==> src/rtl/parity_frame_controller.sv <==
// Serial-to-word frame receiver: DATA_BITS data bits (LSB first) plus one even-parity
// bit, checked on the fly, delivered over valid/ready with saturating frame/error counters.
module parity_frame_controller #(
  parameter int DATA_BITS = 8,
  parameter int CNT_W     = 8
) (
  input  logic                 clk,
  input  logic                 reset,
  input  logic                 bit_valid,
  input  logic                 bit_in,
  output logic                 bit_ready,
  input  logic                 frame_abort,
  output logic [DATA_BITS-1:0] data_out,
  output logic                 data_valid,
  input  logic                 out_ready,
  output logic                 parity_err,
  output logic [CNT_W-1:0]     frame_count,
  output logic [CNT_W-1:0]     err_count
);

  localparam int IDX_W = (DATA_BITS > 1) ? $clog2(DATA_BITS) : 1;
  localparam logic [IDX_W-1:0] LAST_IDX = IDX_W'(DATA_BITS - 1);
  localparam logic [CNT_W-1:0] CNT_MAX  = '1;

  typedef enum logic [1:0] {RX_DATA, RX_PARITY, OUT_HOLD} state_t;

  state_t           state_reg, state_next;
  logic [IDX_W-1:0] idx_reg, idx_next;
  logic             par_reg, par_next;      // 0 = PAR, 1 = IMPAR
  logic             perr_reg, perr_next;
  logic [CNT_W-1:0] fcnt_reg, fcnt_next;
  logic [CNT_W-1:0] ecnt_reg, ecnt_next;
  logic [DATA_BITS-1:0] data_reg;

  logic accept;
  logic handshake;
  logic data_wr;

  assign bit_ready   = (state_reg != OUT_HOLD);
  assign data_valid  = (state_reg == OUT_HOLD);
  assign accept      = bit_valid && bit_ready;
  assign handshake   = data_valid && out_ready;
  assign data_wr     = (state_reg == RX_DATA) && accept && !frame_abort;

  assign data_out    = data_reg;
  assign parity_err  = perr_reg;
  assign frame_count = fcnt_reg;
  assign err_count   = ecnt_reg;

  always_comb begin
    state_next = state_reg;
    idx_next   = idx_reg;
    par_next   = par_reg;
    perr_next  = perr_reg;
    fcnt_next  = fcnt_reg;
    ecnt_next  = ecnt_reg;
    case (state_reg)
      RX_DATA: begin
        if (frame_abort) begin
          idx_next = '0;
          par_next = 1'b0;
        end else if (accept) begin
          par_next = par_reg ^ bit_in;
          if (idx_reg == LAST_IDX) begin
            idx_next   = '0;
            state_next = RX_PARITY;
          end else begin
            idx_next = idx_reg + 1'b1;
          end
        end
      end
      RX_PARITY: begin
        if (frame_abort) begin
          idx_next   = '0;
          par_next   = 1'b0;
          state_next = RX_DATA;
        end else if (accept) begin
          par_next   = par_reg ^ bit_in;
          perr_next  = par_reg ^ bit_in;
          state_next = OUT_HOLD;
        end
      end
      OUT_HOLD: begin
        // abort is deliberately not looked at here: a completed word is always delivered
        if (handshake) begin
          idx_next   = '0;
          par_next   = 1'b0;
          state_next = RX_DATA;
          if (fcnt_reg != CNT_MAX) fcnt_next = fcnt_reg + 1'b1;
          if (perr_reg && (ecnt_reg != CNT_MAX)) ecnt_next = ecnt_reg + 1'b1;
        end
      end
      default: begin
        idx_next   = '0;
        par_next   = 1'b0;
        state_next = RX_DATA;
      end
    endcase
  end

  always_ff @(posedge clk) begin
    if (reset) begin
      state_reg <= RX_DATA;
      idx_reg   <= '0;
      par_reg   <= 1'b0;
      perr_reg  <= 1'b0;
      fcnt_reg  <= '0;
      ecnt_reg  <= '0;
    end else begin
      state_reg <= state_next;
      idx_reg   <= idx_next;
      par_reg   <= par_next;
      perr_reg  <= perr_next;
      fcnt_reg  <= fcnt_next;
      ecnt_reg  <= ecnt_next;
    end
  end

  // Each data bit only loads when its own index is being received; others keep old values.
  generate
    for (genvar gi = 0; gi < DATA_BITS; gi++) begin : g_data
      always_ff @(posedge clk) begin
        if (reset) begin
          data_reg[gi] <= 1'b0;
        end else if (data_wr && (idx_reg == IDX_W'(gi))) begin
          data_reg[gi] <= bit_in;
        end
      end
    end
  endgenerate

endmodule

==> config.mk <==
export PLATFORM = sky130hd
export DESIGN_NAME = parity_frame_controller
export DESIGN_NICKNAME = d
export VERILOG_FILES = /design/src/rtl/parity_frame_controller.sv
export SDC_FILE = /design/constraint.sdc
export NUM_CORES = 1
export LEC_CHECK = 0
export CELL_PAD_IN_SITES_DETAIL_PLACEMENT = 1
export CELL_PAD_IN_SITES_GLOBAL_PLACEMENT = 1
export CORE_ASPECT_RATIO = 0.6
export CORE_MARGIN = 10
export CORE_UTILIZATION = 40
export CTS_CLUSTER_SIZE = 8
export DETAILED_ROUTE_END_ITERATION = 8
export GPL_TIMING_DRIVEN = 0
export PLACE_DENSITY = 0.92
export SYNTH_ARGS = -nofsm -noshare
export SYNTH_HDL_FRONTEND = slang
export SYNTH_SLANG_ARGS = --single-unit
export TNS_END_PERCENT = 100
==> constraint.sdc <==
create_clock -name clk -period 3.1 [get_ports clk]
set_clock_uncertainty 0.2 [all_clocks]
set_input_delay 0.775 -clock clk [delete_from_list [all_inputs] [get_ports clk]]
set_output_delay 0.775 -clock clk [all_outputs]
set_load 0.05 [all_outputs]
* Yosys cells after proc, flatten, opt, wreduce, memory -nomap -nowiden
Cells that the tools add are included.
Cells by class: reductions and logical operators 23, $add $sub $neg 3, muxes and demuxes 17, $lt $le $gt $ge 0, shifts and indexed selects 0, $mul 0, equality and inequality tests 20, bitwise gates (word level) 2, divide/modulo/power cells 0
Operators with widths (count):
- 8-bit by 1-bit adder with 8-bit output (second input constant) | 2
- 8-bit inequality test (second input constant) | 2
- 3-bit 2-to-1 mux | 5
- 1-bit logical AND | 13
- 3-bit equality test (second input constant) | 4
- 2-bit 2-to-1 mux | 6
- 3-bit AND reduction | 4
- 3-bit case mux with 3 select lines | 1
- 2-bit inequality test (second input constant) | 4
- 3-bit by 2-bit equality test with 1-bit output (second input constant) | 2
- 3-bit inequality test (second input constant) | 2
- 2-bit case mux with 3 select lines | 1
- 5-bit AND reduction | 1
- 2-bit by 1-bit inequality test with 1-bit output (second input constant) | 2
- 3-bit by 1-bit adder with 3-bit output (second input constant) | 1
- 3-bit by 1-bit equality test with 1-bit output (second input constant) | 1
- 3-bit zero test | 1
- 1-bit 2-to-1 mux | 3
- 3-bit by 1-bit inequality test with 1-bit output (second input constant) | 1
- 2-bit by 1-bit equality test with 1-bit output (second input constant) | 1
- 2-bit equality test (second input constant) | 1
- 2-bit zero test | 1
- 1-bit case mux with 2 select lines | 1
- 2-bit AND reduction | 1
- other kinds (4) | 4
Word-level totals: logic and storage cells 79, RAM bits 0, latch bits 0, bits of input ports 6, ROM bits 0, memories kept 0, bits in registers 31

* Longest topological paths before layout
Gate-level depths: netlist of run 1.
depth in word-level cells 5, depth in mapped cells 6, gate-level depth less buffers 5

* Least setup slack after synthesis of run 1
No wires, ideal clock.
path type reg-to-reg, start reg ecnt_reg[0] (netlist: err_count[0]), end reg ecnt_reg[4] (netlist: err_count[4]), setup time 128 ps, setup slack 1177 ps, stages on the path, launching flop included 6, path buffers 0, arrival 1596 ps, path through dfxtp_1 ha_1 nand2_1 a2111oi_2 xnor2_1 nor2_1
Between the ends: longest elaborated chain between the ends 3, elaborated cells between the ends (all ways) 4, those cells by class add/sub: 1; eq/ne: 1; reduce/logical: 2
Ends and longest elaborated chain:
- from (decl) | line 32 | logic [CNT_W-1:0] ecnt_reg, ecnt_next;
- from (signal assigned) | line 115 | ecnt_reg <= ecnt_next;
- branches (longest 3 deep; another with 8-bit by 1-bit adder with 8-bit output)
Several ways; the timed one is not identified. A chain may end at the register's enable or synchronous reset.

* Final worst setup path of run 1
start reg state_reg[0], end out bit_ready
Between the ends: longest elaborated chain between the ends 1
Ends and longest elaborated chain:
- from (decl) | line 27 | state_t state_reg, state_next;
- from (signal assigned) | line 110 | state_reg <= state_next;
- 2-bit inequality test | line 39 | assign bit_ready = (state_reg != OUT_HOLD);
- to (decl) | line 11 | output logic bit_ready,
No other way between the ends.

==> results.cfg, run 1 <==
[run_status]
outcome = complete, no violations

[worst_setup_path]
worst_setup_path_start_kind = flip-flop
cp.arrival_ps = 1840
rrSetupSlack_ps = 1320
cp_max_fo = 9
regToRegStartpoint = err_count[0]
rr_endpoint = err_count[5]
reg2reg_depth = 5
crit_required_ps = 2120
cp-end-kind = output pin
critPathKind = flip-flop to output pin

[worst_hold_path]
worstHoldEndpoint = data_out[3]
holdPathStages = 2
hold_class = flip-flop to flip-flop
min-delay-start = data_out[3]

[power]
pwr-share-clk_pct = 40.5
p_seq_share_pct = 53.3
p_sw_share_pct = 23.9
power_switching_uw = 181
power.leakage_nw = 0.731
power.density_nw_per_um2 = 375
p_total_uw = 757
ir_worst_vdd_mv = 0.236
comb_power_share_pct = 6.2
p_int_uw = 576

[job]
drv_cap = 0

[yosys]
ys_warn_count = 0
ys_ff_latch = 31
postSynth.asyncResetShare_pct = 0
synth_top_area_cell = dfxtp_1
synthTopCellsByCount = dfxtp_1, nor2_1, nand3_1
synthTopCellsByArea = dfxtp_1, ha_1, mux2i_1
synth_cells = 170
yosysTopAreaCellShare_pct = 39.7
yosysMostFrequentCell = dfxtp_1
synth_edf_count = 0
avgSynthCellArea_sq_um = 9.19
yosysSeqAreaShare_pct = 39.7
syn_nets = 184
synth.distinct_cells = 39
synthFlopType = dfxtp_1
syn-cell-area_sq_um = 1560

[floorplan]
core_area_sq_um = 3720
dieArea_sq_um = 6880
io_pins = 33
die_x_microns = 101
die_y_microns = 68.4
fp-row-count = 17
start_util_pct = 41.9

[clocking]
clk_pin_slew_worst_paths_ps = 70
cts_num_sinks = 31
h-tree-depth = 2
ctsResizeCount = 0
clk_path_buf_depth = 2
cts_tree = yes
cts-root-buf = clkbuf_8
cts_hold_buf = 0
cts_buffers = 5
insertion_delay_ps = 280
cts_setup_buffers = 0

[sta]
setup_tns_ps = 0
setup_ws_ps = 283
fmax_mhz = 355
slew_headroom_pct = 64.0
tightestPinTransition_ps = 540
rsz0062_at_grt = false
setup_viol = 0
maxSlewViolCount = 0
period_share_pct = 90.9
period_minus_slack_ps = 2820
finalHoldViolations = 0

[drt]
vias_per_cell = 5.47
drt_iter0_drc = 56
route.detailed.drc = 0
routed_wl_microns = 4430
routedWlPerCell_microns = 17.2
ant_nets = 0
num_vias = 1406
dr.pass1.iters = 4

[final_layout]
drive_above_1_share_pct = 8.10
areaGrowthSynthToFinish_pct = 29.5
fillers = 438
final_area_sq_um = 2020
antenna_cells = 0
finalNetCount = 223

[global_routing]
grt.total_usage_pct = 13.6
grt-ovfl-total = 0
grt_max_degree = 11
grt_pass1_wl_microns = 7390
grt_pass1_vias = 1408
antenna_found_initial = 0

[placed_design]
gp_congestion = 0.784
place_ws_ps = 431
placed_area_sq_um = 1940
hpwl_microns = 3290
io_buffer_count = 32
[final cells by class]
type	count	area (sq um)	share of cell area, %
Multi-Input combinational cell	125	880	43.5
Clock buffer	7	76.3	3.77
Sequential cell	31	621	30.7
Timing Repair Buffer	32	320	15.8
Tap cell	47	58.8	2.91
Inverter	7	26.3	1.30
Buffer	7	35.0	1.73
Clock inverter	1	5.00	0.248
[metrics by stage]
| step | hold slack, ps | instances | utilization [%] |
|---|---|---|---|
| finish | 265 | 257 | 54.3 |
| CTS | 269 | 257 | 54.3 |
| global placement | 245 | 249 | 52.1 |
| floorplan | 269 | 170 | - |
| detailed placement | 260 | 249 | 52.1 |
| global route | 302 | 257 | 54.3 |
[logic make-up after synthesis]
group / synth area share, %
and+or+nand+nor: 24.9
DFF: 39.7
AOI/OAI and AO/OA: 13.5
buffers and inverters: 3.93
muxes: 6.41
xor gates and xnor gates: 5.05
adders and majority gates: 6.41
[cells in the final DEF (no fill, tap or decap), types with 5 or more instances in the layout]
cell type,netlist,final
nand3_1,12,12
a21oi_1,10,10
nand2_1,11,11
nor2_1,22,22
clkbuf_8,0,5
a211oi_1,6,6
ha_1,8,8
xnor2_1,6,6
clkbuf_1,4,6
dfxtp_1,31,31
clkdlybuf4s50_1,0,32
inv_1,6,6
mux2i_1,10,10
[worst max-delay path by stage]
stage / from / end / cells after the start
after floorplan: err_count[0] / err_count[4] / 5
after global placement: out_ready / err_count[7] / 5
after detailed placement: out_ready / err_count[5] / 5
after CTS: state_reg[0] / bit_ready / 2
after global routing: state_reg[0] / bit_ready / 2
final: state_reg[0] / bit_ready / 2
[routing by layer]
metal,track usage [%],share of wire (%),up-vias
li1,-,-,688
met1,17.0,47,678
met2,20.9,44,35
met3,5.73,7.7,5
met4,4.39,1.0,0
met5,0,0,-
[power groups by stage]
stage	Sequential (mW)	Clock [mW]	Combinational, mW
4_1_cts	0.404	0.312	0.0471
6_report	0.404	0.307	0.0470
3_5_place_dp	0.412	0	0.0461
3_3_place_gp	0.412	0	0.0446
2_1_floorplan	0.415	0	0.0228
5_1_grt	0.404	0.331	0.0513
[worst max-delay path, cell delays in order, from the launching register on]
cell             delay [ps]
dfxtp_1                 520
nand2b_4                230
clkdlybuf4s50_1         810
Note: power is estimated with default switching activity, not from simulation.
==> run 2, diff against run 1 <==
- CORE_MARGIN: 10 -> 3
==> results.cfg, run 2 (synthesis results as in run 1) <==
[run_status]
outcome = complete, no violations

[final_layout]
final_cell_mix = clkdlybuf4s50_1, dfxtp_1, nor2_1, nand3_1, nand2_1
finalNetCount = 223
areaGrowthSynthToFinish_pct = 29.7
antenna_cells = 0
final_common_cell = clkdlybuf4s50_1
drive_above_1_share_pct = 8.61
final_area_sq_um = 2030

[worst_setup_path]
critPathKind = flip-flop to output pin
crit_required_ps = 2120
cp_max_fo = 9
regToRegStartpoint = err_count[0]
reg2reg_depth = 5
path_buf_inv = 1
slowest_stage = clkdlybuf4s50_1
rrSetupSlack_ps = 1280
crit_path_max_incr_delay_ps = 800
cp-end-kind = output pin
worst_setup_path_start_kind = flip-flop
rr_endpoint = err_count[7]
cp.arrival_ps = 1880
cp_top_family = buffers and inverters
crit_chain = nand2b_4, clkdlybuf4s50_1

[placed_design]
hpwl_microns = 3380
gp_congestion = 0.841
placed_area_sq_um = 1940
place_ws_ps = 403
io_buffer_count = 32

[global_routing]
grt_pass1_wl_microns = 7650
grt_pass1_vias = 1511
antenna_found_initial = 0
grt.total_usage_pct = 21.7
grt-ovfl-total = 0
grt_max_degree = 11

[power]
p_seq_share_pct = 52.2
power.density_nw_per_um2 = 382
power_switching_uw = 181
comb_power_share_pct = 6.1
p_sw_share_pct = 23.3
power.leakage_nw = 0.735
p_int_uw = 593
ir_worst_vdd_mv = 0.257
pwr-share-clk_pct = 41.8

[worst_hold_path]
min-delay-start = data_out[3]
worstHoldEndpoint = data_out[3]
holdPathStages = 2
hold_class = flip-flop to flip-flop

[floorplan]
core_area_sq_um = 3480
io_pins = 33
die_y_microns = 54.4
start_util_pct = 44.8
dieArea_sq_um = 4710
fp-row-count = 16
die_x_microns = 86.7

[clocking]
insertion_delay_ps = 290
cts_num_sinks = 31
cts_hold_buf = 0
ctsResizeCount = 0
h-tree-depth = 2
cts-root-buf = clkbuf_8
cts_tree = yes
clk_pin_slew_worst_paths_ps = 60
cts_buffers = 5
clk_path_buf_depth = 2
cts_setup_buffers = 0

[drt]
routedWlPerCell_microns = 17.9
route.detailed.drc = 0
drt_iter0_drc = 91
num_vias = 1436
routed_wl_microns = 4560
dr.pass1.iters = 4
vias_per_cell = 5.65
ant_nets = 0

[sta]
period_minus_slack_ps = 2860
maxSlewViolCount = 0
finalHoldViolations = 0
rsz0062_at_grt = false
period_share_pct = 92.1
setup_tns_ps = 0
tightestPinTransition_ps = 532
setup_ws_ps = 245
setup_viol = 0
fmax_mhz = 350
slew_headroom_pct = 64.5

[job]
drv_cap = 0
run 2: cell types whose count changed in the layout (fill, tap and decap cells not counted):
cell      change
clkbuf_1      -2
clkbuf_8      +1
run 2: area by class of cell:
| cell class | instances | area [sq um] |
|---|---|---|
| clock inverters | 1 | 5.00 |
| flip-flops and latches | 31 | 621 |
| fillers | 412 | 1460 |
| well taps | 45 | 56.3 |
| repair buffers | 32 | 320 |
| clock buffers | 6 | 82.6 |
| inverters | 7 | 26.3 |
| multi-input cells | 125 | 880 |
| plain buffers | 7 | 35.0 |
run 2: per-stage QoR:
step	cells	hold WS [ps]	utilization (%)	power [mW]
global route	254	300	58.2	0.805
detailed placement	247	266	55.6	0.459
finish	254	269	58.2	0.774
floorplan	170	269	-	0.438
CTS	254	274	58.2	0.781
global placement	247	240	55.6	0.456
run 2: worst max path at each step:
stage / to / startpoint / slack, ps / depth (start not counted)
floorplan: err_count[4] / err_count[0] / 1180 / 5
global placement: err_count[7] / out_ready / 500 / 5
finish: bit_ready / state_reg[0] / 240 / 2
CTS: bit_ready / state_reg[0] / 260 / 2
global route: bit_ready / state_reg[0] / 200 / 2
detailed placement: err_count[6] / out_ready / 400 / 5
run 2: routing by layer:
metal  wire (microns)  vias up  global-route usage [%]
li1                 -      688                       -
met1             2130      687                    27.2
met2             2080       47                    36.4
met3              271       14                    5.56
met4               76        0                    8.55
met5                0        -                       0
run 2: power by group through the flow:
| stage | clock network, mW | logic, mW | registers, mW |
|---|---|---|---|
| detailed placement | 0 | 0.0467 | 0.413 |
| finish | 0.323 | 0.0469 | 0.404 |
| global placement | 0 | 0.0441 | 0.412 |
| CTS | 0.331 | 0.0469 | 0.404 |
| global route | 0.351 | 0.0508 | 0.404 |
| floorplan | 0 | 0.0228 | 0.415 |
run 2: worst reg2reg max path: stages (launching register included):
cell	delay, ps
dfxtp_1	340
ha_1	240
nand3_1	140
o21ai_1	150
or4_1	500
a21oi_1	180
